File: config.mk
export PLATFORM = sky130hd
export DESIGN_NAME = stall_release_ctrl
export DESIGN_NICKNAME = d
export VERILOG_FILES = /design/src/rtl/stall_release_ctrl.sv
export SDC_FILE = /design/constraint.sdc
export NUM_CORES = 1
export LEC_CHECK = 0
export ABC_AREA = 1
export CAP_MARGIN = 30
export CORE_MARGIN = 2
export CORE_UTILIZATION = 44
export CTS_CLUSTER_DIAMETER = 80
export CTS_CLUSTER_SIZE = 10
export DETAILED_ROUTE_END_ITERATION = 8
export PLACE_DENSITY_LB_ADDON = 0.3
export REMOVE_ABC_BUFFERS = 1
export SLEW_MARGIN = 20
export SYNTH_ARGS = -nofsm -noshare
export SYNTH_HDL_FRONTEND = slang
export SYNTH_SLANG_ARGS = --single-unit
File: constraint.sdc
create_clock -name clk -period 1.68 [get_ports clk]
set_clock_uncertainty 0.2 [all_clocks]
set_input_delay 0.252 -clock clk [delete_from_list [all_inputs] [get_ports clk]]
set_output_delay 0.252 -clock clk [all_outputs]
set_load 0.005 [all_outputs]
File: src/rtl/stall_release_ctrl.sv
// Front-end stall/release controller for control-flow hazards: freezes PC and IF/ID until EX resolves.
// Optional watchdog enabled by defining STALL_TIMEOUT_EN.
module stall_release_ctrl #(
  parameter int ADDR_W   = 32,
  parameter int CNT_W    = 4,
  parameter int MAX_WAIT = 6
) (
  input  logic              clk,
  input  logic              rst_n,
  input  logic              stall_req,
  input  logic              resolve_valid,
  input  logic              resolve_take,
  input  logic [ADDR_W-1:0] resolve_target,
  output logic              pc_enable,
  output logic              pc_sel,
  output logic [ADDR_W-1:0] pc_target,
  output logic              if_id_enable,
  output logic              if_id_flush,
  output logic              ctrl_bubble,
  output logic              busy,
  output logic [CNT_W-1:0]  last_stall_cycles,
  output logic [15:0]       stall_total,
  output logic              timeout_err
);

  typedef enum logic [1:0] {
    IDLE     = 2'd0,
    WAIT     = 2'd1,
    REDIRECT = 2'd2,
    RELEASE  = 2'd3
  } state_e;

  localparam logic [CNT_W-1:0] CntMax = '1;

  state_e            state_q;
  logic [ADDR_W-1:0] pc_target_q;
  logic [CNT_W-1:0]  wait_cnt_q;
  logic [CNT_W-1:0]  last_stall_q;
  logic [15:0]       stall_total_q;
  logic              timeout_err_q;

  // The watchdog compares against the saturating wait counter, so the limit must fit in it.
  if (MAX_WAIT < 1 || MAX_WAIT > (2 ** CNT_W) - 1) begin : gBadMaxWait
    $error("stall_release_ctrl: MAX_WAIT must lie in 1 .. 2**CNT_W-1");
  end

`ifdef STALL_TIMEOUT_EN
  localparam logic [CNT_W-1:0] WaitLimitM1 = CNT_W'(MAX_WAIT - 1);
`endif

  always_ff @(posedge clk) begin
    if (!rst_n) begin
      state_q       <= IDLE;
      pc_target_q   <= '0;
      wait_cnt_q    <= '0;
      last_stall_q  <= '0;
      stall_total_q <= '0;
      timeout_err_q <= 1'b0;
    end else begin
      case (state_q)
        IDLE: begin
          if (stall_req) begin
            state_q    <= WAIT;
            wait_cnt_q <= '0;
          end
        end
        WAIT: begin
          if (wait_cnt_q != CntMax) wait_cnt_q <= wait_cnt_q + 1'b1;
          if (stall_total_q != 16'hFFFF) stall_total_q <= stall_total_q + 16'd1;
          if (resolve_valid) begin
            if (resolve_take) begin
              pc_target_q <= resolve_target;
              state_q     <= REDIRECT;
            end else begin
              state_q <= RELEASE;
            end
          end
`ifdef STALL_TIMEOUT_EN
          // A resolve in the limit cycle wins, so the watchdog only fires without one.
          else if (wait_cnt_q == WaitLimitM1) begin
            state_q       <= RELEASE;
            timeout_err_q <= 1'b1;
          end
`endif
        end
        REDIRECT, RELEASE: begin
          last_stall_q <= wait_cnt_q;
          state_q      <= IDLE;
        end
        default: state_q <= IDLE;
      endcase
    end
  end

  always_comb begin
    pc_enable    = 1'b0;
    pc_sel       = 1'b0;
    if_id_enable = 1'b0;
    if_id_flush  = 1'b0;
    ctrl_bubble  = 1'b1;
    busy         = 1'b0;
    if (rst_n) begin
      case (state_q)
        IDLE: begin
          pc_enable    = !stall_req;
          if_id_enable = !stall_req;
          ctrl_bubble  = stall_req;
        end
        WAIT: begin
          busy = 1'b1;
        end
        REDIRECT: begin
          pc_enable    = 1'b1;
          pc_sel       = 1'b1;
          if_id_enable = 1'b1;
          if_id_flush  = 1'b1;
          busy         = 1'b1;
        end
        RELEASE: begin
          pc_enable    = 1'b1;
          if_id_enable = 1'b1;
          busy         = 1'b1;
        end
        default: ;
      endcase
    end
  end

  assign pc_target         = pc_target_q;
  assign last_stall_cycles = last_stall_q;
  assign stall_total       = stall_total_q;
`ifdef STALL_TIMEOUT_EN
  assign timeout_err = timeout_err_q;
`else
  assign timeout_err = 1'b0;
`endif

endmodule

==> reports/qor.log, run 1 <==
INFO  setup_path     critPathArrivalTime=1.21ns
INFO  routing        detail_route.iter0.violations=158
INFO  global_route   grt_pass1_vias=2,451
INFO  routing        drt_pre_antenna_iters=4
INFO  setup_path     timing.critical_path.slowest_stage_cell=sky130_fd_sc_hd__clkdlybuf4s50_1
INFO  die            floorplan.initialDensity=45.93%
INFO  logic_synthesis synthCells=358
INFO  clock_network  ctsHtreeMaxLevel=3
INFO  global_route   wire_length_of_the_first_global_routing_pass=10,990um
INFO  die            core_area=5574squm
INFO  logic_synthesis number_of_synthesized_register_bits=58
INFO  hold_path      holdCritPathClass=register to register
INFO  logic_synthesis synth_warnings=0
INFO  clock_network  cts_buffer_depth=2
INFO  clock_network  hold_fix_buffer_count_after_cts=0
INFO  place          dpl.hpwl=4888um
INFO  die            x_dimension_of_the_die=80.28um
INFO  clock_network  clk_root_buffer_cell=sky130_fd_sc_hd__clkbuf_8
INFO  power          leakage_power_summed_over_all_cells=1.940nW
INFO  sta            final-hold-violation-count=0
INFO  clock_network  cts_num_sinks=58
INFO  logic_synthesis synth.distinct_cells=28
INFO  global_route   pin_count_of_the_biggest_net_entering_global_routing=36
INFO  clock_network  clock_insertion_delay_worst_skew=0.34ns
INFO  place          place.gp.congestion=0.8535
INFO  sta            fin_crit_sh=98.73%
INFO  setup_path     cp_required=1.23ns
INFO  sta            timing.final.crit_period=1.659ns
INFO  logic_synthesis most_area_hungry_cell_type_in_the_yosys_netlist=sky130_fd_sc_hd__dfxtp_1
INFO  place          numPlacedInstances=532
INFO  global_route   gr-usage-all-layers=21.70%
INFO  sta            finalSetupViolCount=0
INFO  setup_path     crit_path_start_kind=register
INFO  setup_path     crit_path_max_fanout=2
INFO  clock_network  cts.clk_slew.worst_paths=0.07ns
INFO  routing        detail_route.drc_violations=0
INFO  routing        drt_wl_total=6719um
INFO  logic_synthesis synth.cell_area=2560squm
INFO  setup_path     worst-path-buf-inv=1
INFO  global_route   globalRouteOverflowTotal=0
INFO  setup_path     crit_path_max_incr_delay=0.52ns
INFO  finish         net_count_final=513
INFO  global_route   antenna_violations_before_repair=0
INFO  routing        vias_per_cell=4.837
INFO  setup_path     ordered_list_of_cells_on_the_worst_path=clkdlybuf4s50_1
INFO  flow_run       maxCapViolations=0
INFO  logic_synthesis asyncSetResetFlopFracSynth=0%
INFO  sta            clock.fmax=602.9MHz
INFO  finish         area_delta_synth_final=58.02%
INFO  routing        dr_total_vias=2,665
INFO  power          power_density=820.3nW/um^2
INFO  logic_synthesis synth_flop_cell=sky130_fd_sc_hd__dfxtp_1
INFO  logic_synthesis post_synth_main_area_contributors=sky130_fd_sc_hd__dfxtp_1, sky130_fd_sc_hd__nor2_1, sky130_fd_sc_hd__o21ai_0, sky130_fd_sc_hd__nand2_1, sky130_fd_sc_hd__inv_1
INFO  place          area_after_detailed_placement=3694squm
INFO  clock_network  tritoncts=done
INFO  sta            final_max_slew_viol_count=0
INFO  logic_synthesis netlist.area_leader.share=45.36%
INFO  die            ioPinCount=96
INFO  setup_path     crit_path_end_kind=output port
INFO  die            dieArea=6444squm
INFO  status         run_status=completed
INFO  place          buffer_ports.inserted=94
INFO  sta            unrepaired_setup_endpoints_after_global_routing=true
INFO  finish         final_area=4045squm
INFO  logic_synthesis synth_edf_count=0
INFO  setup_path     critical_path_class=register to output port
INFO  logic_synthesis synthesis.area_per_instance=7.151squm
INFO  power          irDropWorstVdd=0.6246mV
INFO  finish         num_antenna_cells=0
INFO  routing        count_of_antenna_violating_nets_left_after_detailed_routing=0
INFO  finish         finalNonFillerCells=551
INFO  routing        wl_per_cell=12.19um
INFO  clock_network  cts_made_buffers=9
INFO  die            row_count=27
INFO  die            vertical_die_dimension=80.28um
INFO  finish         final_layout_size_suffix_gt1_share=18.58%
INFO  setup_path     worst_path_top_cell_family_by_delay=buffers and inverters
INFO  logic_synthesis yosysSeqAreaShare=45.36%
-- cell type report --
cell class	count	area (sq um)
repair buffers	120	1195
inverters	29	118.9
flip-flops and latches	58	1211
clock inverters	6	91.34
clock buffers	10	127.6
fillers	452	1529
multi-input cells	256	1211
well taps	72	90.09
-- synthesized netlist by cell type (all sizes together) (2+ instances only) --
cell / instances
a21oi: 16
buf: 10
clkbuf: 5
dfxtp: 58
ha: 2
inv: 29
nand2: 59
nand3: 12
nand4: 6
nor2: 111
nor3: 2
o21ai: 43
-- flip-flops by register name, indices dropped and copies added (netlist names) --
signal / flops
pc_target: 32
last_stall_cycles: 4
state_q: 2
wait_cnt_q: 4
stall_total: 16
-- final timing paths --
path	start	endpoint	slack (ns)	cells past startpoint
max	pc_target[29]	pc_target[29]	0.02	1
min	pc_target[14]	pc_target[14]	0.28	2
max reg2reg	state_q[1]	pc_target[17]	0.12	8
min reg2reg	pc_target[14]	pc_target[14]	0.28	2
-- metal layers --
metal,GRT usage [%],wire length (um),up-vias
met3,6.404,370,9
met5,0,0,-
met4,7.288,92,0
met2,37.83,3433,76
met1,25.28,2823,1217
li1,-,-,1363
-- per-stage QoR --
step           hold WS, ns  worst slack [ns]  total power (W)  utilization [%]  TNS [ns]
2_1_floorplan       0.1724            0.1232         0.001652                -         0
3_3_place_gp        0.2612           -0.3650         0.001933            66.26    -1.928
3_5_place_dp        0.2716           -0.3766         0.001948            66.26    -2.143
4_1_cts             0.2875           -0.2573         0.003348            70.84   -0.5420
5_1_grt             0.3073          -0.01455         0.003459            72.57  -0.01959
6_report            0.2793           0.02137         0.003318            72.57         0
-- logic make-up (layout without fill, tap and decap cells) --
| kind of cell | after synthesis | count (layout) | synth area share [%] |
|---|---|---|---|
| flops | 58 | 58 | 45.36 |
| other cells | 1 | 1 | 0.1465 |
| xor+xnor | 2 | 2 | 0.6844 |
| compound gates | 60 | 60 | 12.27 |
| buf+inv | 44 | 165 | 8.162 |
| simple gates | 191 | 191 | 32.40 |
| fa+ha+maj | 2 | 2 | 0.9774 |
-- timing repair --
item / 4_1_cts / 5_1_grt
buffers inserted: 1 / 2
resized for setup: 37 / 36
setup endpoints to repair: 22 / 44
endpoints found under the hold margin: 0 / 0
-- layout by cell type (no fill, tap or decap), drive strengths merged --
cell           instances
dfxtp                 58
conb                   1
xnor2                  1
ha                     2
o21ai                 43
nand2                 59
dlymetal6s2s          19
nor3                   2
clkbuf                11
o21bai                 1
xor2                   1
nor2                 111
clkinv                 4
a21oi                 16
nand3                 12
bufinv                 2
dlygate4sd2           10
nand4                  6
and2                   1
buf                   26
inv                   29
clkdlybuf4s50         64
-- power breakdown --
part	internal [W]	switching (W)
clock	0.000840	0.000575
sequential	0.00142	0.0000316
combinational	0.000258	0.000198
No activity file was read; power rests on OpenSTA's default activity.
==> run 2: changes to the inputs <==
- CORE_ASPECT_RATIO: unset -> 1.5
==> run 2 against run 1 <==
  * Cell count is 0.36% lower
  * The flow now finishes with violations (negative setup slack)
  * Power shrank 1.6%
  * Non-clock buffer count decreased by 1
  * Flip-flop and latch count did not move
  * Final area increased by 0.40%
  * Maximum frequency decreased by 2.1%
==> reports/qor.log, run 2 (synthesis gave the netlist of run 1 again) <==
INFO  status         run_status=finished with violations
INFO  routing        drt_wl_total=6498um
INFO  place          buffer_ports.inserted=94
INFO  global_route   pin_count_of_the_biggest_net_entering_global_routing=49
INFO  power          leakage_power_summed_over_all_cells=1.835nW
INFO  flow_run       maxCapViolations=0
INFO  setup_path     crit_path_end_kind=output port
INFO  place          dpl.hpwl=4668um
INFO  global_route   globalRouteOverflowTotal=0
INFO  sta            clock.fmax=590.5MHz
INFO  routing        count_of_antenna_violating_nets_left_after_detailed_routing=0
INFO  routing        detail_route.drc_violations=0
INFO  place          area_after_detailed_placement=3676squm
INFO  clock_network  clock_insertion_delay_worst_skew=0.34ns
INFO  finish         sequential_cell_area=1210squm
INFO  power          total_chip_power=0.003266W
INFO  die            vertical_die_dimension=97.42um
INFO  setup_path     worst_path_top_cell_family_by_delay=flip-flops
INFO  setup_path     crit_path_max_incr_delay=0.35ns
INFO  power          clock_power_share=40.7%
INFO  die            core_area=5700squm
INFO  setup_path     critPathArrivalTime=1.24ns
INFO  global_route   antenna_violations_before_repair=0
INFO  die            row_count=34
INFO  sta            unrepaired_setup_endpoints_after_global_routing=true
INFO  sta            timing.final.crit_period=1.694ns
INFO  setup_path     worst-path-buf-inv=3
INFO  power          power_density=804.3nW/um^2
INFO  setup_path     ordered_list_of_cells_on_the_worst_path=buf_6 -> buf_6 -> nor2_4 -> nand3_2 -> buf_6
INFO  place          place.gp.congestion=0.8818
INFO  die            floorplan.initialDensity=44.91%
INFO  global_route   gr-usage-all-layers=21.05%
INFO  power          comb_power_share=15.0%
INFO  finish         layout.cells.most_common=sky130_fd_sc_hd__nor2_1
INFO  clock_network  ctsHtreeMaxLevel=3
INFO  clock_network  hold_fix_buffer_count_after_cts=0
INFO  setup_path     cp_required=1.23ns
INFO  setup_path     reg2reg_slack=0.05ns
INFO  power          p_int=0.002494W
INFO  sta            finalSetupViolCount=1
INFO  setup_path     regToRegStartpoint=stall_total[0]
INFO  setup_path     endpoint=ctrl_bubble
INFO  sta            setup_ws=-0.01359ns
INFO  finish         net_count_final=512
INFO  power          swShare=23.63%
INFO  sta            fin_crit_sh=100.8%
INFO  setup_path     r2r_cells=9
INFO  setup_path     crit_path_max_fanout=3
INFO  clock_network  cts_made_buffers=9
INFO  finish         area_delta_synth_final=58.65%
INFO  clock_network  cts_num_sinks=58
INFO  die            dieArea=6457squm
INFO  setup_path     timing.critical_path.slowest_stage_cell=sky130_fd_sc_hd__dfxtp_4
INFO  finish         num_antenna_cells=0
INFO  hold_path      worstHoldStart=stall_req
INFO  sta            final-hold-violation-count=0
INFO  routing        detail_route.iter0.violations=125
INFO  finish         final_area=4061squm
INFO  power          power.net_switching=0.0007720W
INFO  power          power.sequential.fraction=44.3%
INFO  clock_network  tritoncts=done
INFO  die            ioPinCount=96
INFO  status         failed_checks=negative setup slack
INFO  routing        drt_pre_antenna_iters=4
INFO  sta            hold_ws=0.2191ns
INFO  global_route   wire_length_of_the_first_global_routing_pass=10,770um
INFO  hold_path      holdCritPathClass=input port to register
INFO  setup_path     critical_path.reg2reg.endpoint=stall_total[3]
INFO  routing        dr_total_vias=2,629
INFO  sta            fin_setup_tns=-0.01359ns
INFO  global_route   grt_pass1_vias=2,492
INFO  place          worst_slack_at_placement=-0.3835ns
INFO  routing        vias_per_cell=4.789
INFO  power          irDropWorstVdd=0.6915mV
INFO  setup_path     crit_path_start_kind=register
INFO  finish         layout.cells.most_common_list=sky130_fd_sc_hd__nor2_1, sky130_fd_sc_hd__clkdlybuf4s50_1, sky130_fd_sc_hd__nand2_1
INFO  setup_path     critical-path-top-cell-by-count=sky130_fd_sc_hd__buf_6
INFO  sta            final_max_slew_viol_count=0
INFO  clock_network  cts_buffer_depth=2
INFO  clock_network  cts.clk_slew.worst_paths=0.07ns
INFO  setup_path     crit_path_start=state_q[0]
INFO  clock_network  clk_root_buffer_cell=sky130_fd_sc_hd__clkbuf_8
INFO  routing        wl_per_cell=11.84um
INFO  finish         final_layout_size_suffix_gt1_share=19.50%
INFO  finish         largest_reg_flops=32
INFO  finish         num-fill-cells=464
INFO  setup_path     critical_path_class=register to output port
INFO  finish         combined_area_of_the_multi_input_logic_cells=1237squm
INFO  die            x_dimension_of_the_die=66.28um
INFO  setup_path     worstSetupPathDepth=5
## run 2: timing repair
| item | 4_1_cts | 5_1_grt |
|---|---|---|
| setup endpoints to repair | 21 | 63 |
| gates resized for setup | 43 | 51 |
| pin swaps | 1 | 4 |
| hold endpoints to repair | 0 | 0 |
| buffers inserted | 2 | 4 |
## run 2: worst min-delay path by stage
stage | end | slack (ns) | cells past startpoint
6_report | wait_cnt_q[3] | 0.22 | 5
5_1_grt | wait_cnt_q[3] | 0.24 | 5
4_1_cts | pc_target[2] | 0.29 | 2
3_5_place_dp | pc_target[22] | 0.27 | 2
3_3_place_gp | pc_target[27] | 0.26 | 2
2_1_floorplan | stall_total[5] | 0.17 | 2
## run 2: power by group through the flow
stage | clock (W) | sequential, W | combinational (W)
4_1_cts | 0.00135 | 0.00146 | 0.000461
6_report | 0.00133 | 0.00145 | 0.000489
3_3_place_gp | 0 | 0.00149 | 0.000445
3_5_place_dp | 0 | 0.00149 | 0.000452
2_1_floorplan | 0 | 0.00150 | 0.000155
5_1_grt | 0.00141 | 0.00145 | 0.000539
## run 2: stage by stage
stage	std cells	utilization [%]
floorplan	343	-
global placement	528	64.49
detailed placement	528	64.49
CTS	545	68.96
global route	549	71.25
finish	549	71.25
## run 2: worst min-delay path, cell delays in order
cell	delay [ns]
sky130_fd_sc_hd__dlymetal6s2s_1	0.14
sky130_fd_sc_hd__buf_4	0.13
sky130_fd_sc_hd__a21oi_1	0.09
sky130_fd_sc_hd__nand2_1	0.07
sky130_fd_sc_hd__a21oi_1	0.03
## run 2: layout make-up
type,instances,area share (%)
Multi-Input combinational cell,256,30.47
Tap cell,72,2.218
Inverter,29,2.988
Timing Repair Buffer,119,29.51
Sequential cell,58,29.79
Clock inverter,2,0.8626
Clock buffer,13,4.159
## run 2: layer usage
layer | global-route usage, % | vias to the layer above | routed length (um)
li1 | - | 1358 | -
met1 | 22.30 | 1181 | 2518
met2 | 35.31 | 78 | 3294
met3 | 9.618 | 12 | 553
met4 | 8.477 | 0 | 131
met5 | 0 | - | 0
==> run 3: changes to the inputs <==
- CTS_CLUSTER_DIAMETER: 80 -> unset
- REMOVE_ABC_BUFFERS: 1 -> unset
- SLEW_MARGIN: 20 -> 15
==> run 3 against run 2 <==
  * The flow now finishes without violations
  * Combinational power shrank 4.5%
  * Power shrank 1.8%
  * Cell count shrank 0.36%
  * Hold slack gained 0.040 ns
  * Clock power is essentially flat
  * Sequential share of layout area grew 0.39 points
  * Critical path depth shrank 4
  * Core utilization shrank 0.99 points
  * Highest routed layer unchanged
==> reports/qor.log, run 3 (synthesis gave the netlist of run 1 again) <==
INFO  finish         area_delta_synth_final=56.45%
INFO  sta            fin_crit_sh=97.59%
INFO  die            vertical_die_dimension=97.42um
INFO  logic_synthesis syn_nets=397
INFO  setup_path     ordered_list_of_cells_on_the_worst_path=clkdlybuf4s50_1
INFO  clock_network  cts_buffer_depth=2
INFO  finish         layout.cells.most_common=sky130_fd_sc_hd__nor2_1
INFO  power          power_density=801.0nW/um^2
INFO  setup_path     cp_required=1.23ns
INFO  place          dpl.hpwl=4895um
INFO  sta            unrepaired_setup_endpoints_after_global_routing=true
INFO  setup_path     critical_path_class=register to output port
INFO  clock_network  clock_insertion_delay_worst_skew=0.32ns
INFO  sta            timing.final.crit_period=1.639ns
INFO  clock_network  cts_num_sinks=58
INFO  finish         finalCoreUtilization=70.26%
INFO  sta            finalSetupViolCount=0
INFO  finish         layout.cells.most_common_list=sky130_fd_sc_hd__nor2_1, sky130_fd_sc_hd__clkdlybuf4s50_1, sky130_fd_sc_hd__nand2_1
INFO  hold_path      holdCritPathClass=input port to register
INFO  routing        wl_per_cell=12.63um
INFO  place          place.gp.congestion=0.9380
INFO  clock_network  tritoncts=done
INFO  setup_path     timing.critical_path.slowest_stage_cell=sky130_fd_sc_hd__clkdlybuf4s50_1
INFO  power          leakage_power_summed_over_all_cells=1.784nW
INFO  clock_network  ctsHtreeMaxLevel=3
INFO  die            x_dimension_of_the_die=66.28um
INFO  place          buffer_ports.inserted=94
INFO  setup_path     crit_path_max_incr_delay=0.51ns
INFO  sta            final_max_slew_viol_count=0
INFO  finish         finalNonFillerCells=547
INFO  die            floorplan.initialDensity=44.91%
INFO  clock_network  hold_fix_buffer_count_after_cts=0
INFO  die            dieArea=6457squm
INFO  finish         final_area=4005squm
INFO  status         run_status=completed
INFO  finish         final_layout_size_suffix_gt1_share=20.42%
INFO  die            row_count=34
INFO  clock_network  cts_made_buffers=9
INFO  global_route   globalRouteOverflowTotal=0
INFO  finish         net_count_final=509
INFO  setup_path     critPathArrivalTime=1.19ns
INFO  setup_path     worst-path-buf-inv=1
INFO  global_route   grt_pass1_vias=2,487
INFO  clock_network  clk_root_buffer_cell=sky130_fd_sc_hd__clkbuf_8
INFO  finish         largest_reg_flops=32
INFO  die            core_area=5700squm
INFO  global_route   antenna_violations_before_repair=0
INFO  routing        drt_wl_total=6911um
INFO  routing        detail_route.iter0.violations=156
INFO  routing        vias_per_cell=4.916
INFO  clock_network  cts.clk_slew.worst_paths=0.06ns
INFO  place          area_after_detailed_placement=3646squm
INFO  routing        dr_total_vias=2,689
INFO  global_route   pin_count_of_the_biggest_net_entering_global_routing=38
INFO  global_route   gr-usage-all-layers=22.26%
INFO  sta            clock.fmax=610.0MHz
INFO  routing        detail_route.drc_violations=0
INFO  flow_run       maxCapViolations=0
INFO  die            ioPinCount=96
INFO  setup_path     crit_path_start_kind=register
INFO  global_route   wire_length_of_the_first_global_routing_pass=11,140um
INFO  sta            fin_setup_tns=0ns
INFO  routing        count_of_antenna_violating_nets_left_after_detailed_routing=0
INFO  power          irDropWorstVdd=0.4908mV
INFO  place          numPlacedInstances=524
INFO  setup_path     crit_path_max_fanout=4
INFO  setup_path     worst_path_top_cell_family_by_delay=buffers and inverters
INFO  sta            final-hold-violation-count=0
INFO  finish         num_antenna_cells=0
INFO  setup_path     crit_path_end_kind=output port
INFO  routing        drt_pre_antenna_iters=4
INFO  setup_path     reg2reg_slack=0.09ns
==> run 3: cell types whose count changed in the layout (fill, tap and decap cells not counted), moves of 3 or more <==
cell                              previous run  this run
sky130_fd_sc_hd__o21ai_0                    33        37
sky130_fd_sc_hd__clkdlybuf4s50_1            71        68
sky130_fd_sc_hd__dlymetal6s2s_1             14        11
sky130_fd_sc_hd__dlygate4sd2_1               3         9
sky130_fd_sc_hd__buf_4                      19        16
sky130_fd_sc_hd__o21ai_1                     9         5
==> run 3: routing by layer <==
metal / global-route usage (%) / routed length (um) / vias to the layer above / share of wire [%]
met5: 0 / 0 / - / 0
met1: 23.60 / 2694 / 1218 / 39
met4: 10.36 / 157 / 0 / 2.3
met3: 6.373 / 422 / 15 / 6.1
met2: 39.15 / 3637 / 98 / 53
li1: - / - / 1358 / -
==> run 3: worst paths after layout <==
check / start / to / depth (start not counted)
max: stall_total[5] / stall_total[5] / 1
min: stall_req / wait_cnt_q[3] / 4
max reg2reg: stall_total[0] / stall_total[11] / 9
min reg2reg: pc_target[9] / pc_target[9] / 2
==> run 3: power by group <==
| group | total (W) | switching [W] | internal [W] |
|---|---|---|---|
| Sequential | 0.00144 | 0.0000286 | 0.00142 |
| Clock | 0.00130 | 0.000534 | 0.000763 |
| Combinational | 0.000467 | 0.000204 | 0.000263 |
==> run 3: timing repair <==
action / 4_1_cts / 5_1_grt
pin swaps: 1 / 5
gates resized for setup: 55 / 38
buffers inserted: 4 / 3
setup endpoints to repair: 24 / 31
endpoints found under the hold margin: 0 / 0
==> run 3: area by class of cell <==
type / instances / area [sq um]
fill: 458 / 1695
multi-input combinational: 256 / 1246
sequential: 58 / 1209
timing repair buffer: 116 / 1141
clock buffer: 12 / 155.1
inverter: 29 / 113.9
tap: 72 / 90.09
clock inverter: 4 / 50.05
==> run 3: worst min-delay path: stages <==
cell	delay, ns
sky130_fd_sc_hd__dlygate4sd2_1	0.27
sky130_fd_sc_hd__a21oi_1	0.12
sky130_fd_sc_hd__nand2_1	0.07
sky130_fd_sc_hd__a21oi_1	0.03
==> run 3: per-stage QoR <==
stage | worst slack, ns | hold slack [ns] | power (W)
CTS | -0.09497 | 0.2172 | 0.003246
floorplan | 0.1927 | 0.1947 | 0.001677
global route | -0.01715 | 0.2696 | 0.003376
finish | 0.04052 | 0.2590 | 0.003208
detailed placement | -0.3903 | 0.2740 | 0.001938
global placement | -0.3806 | 0.2618 | 0.001929
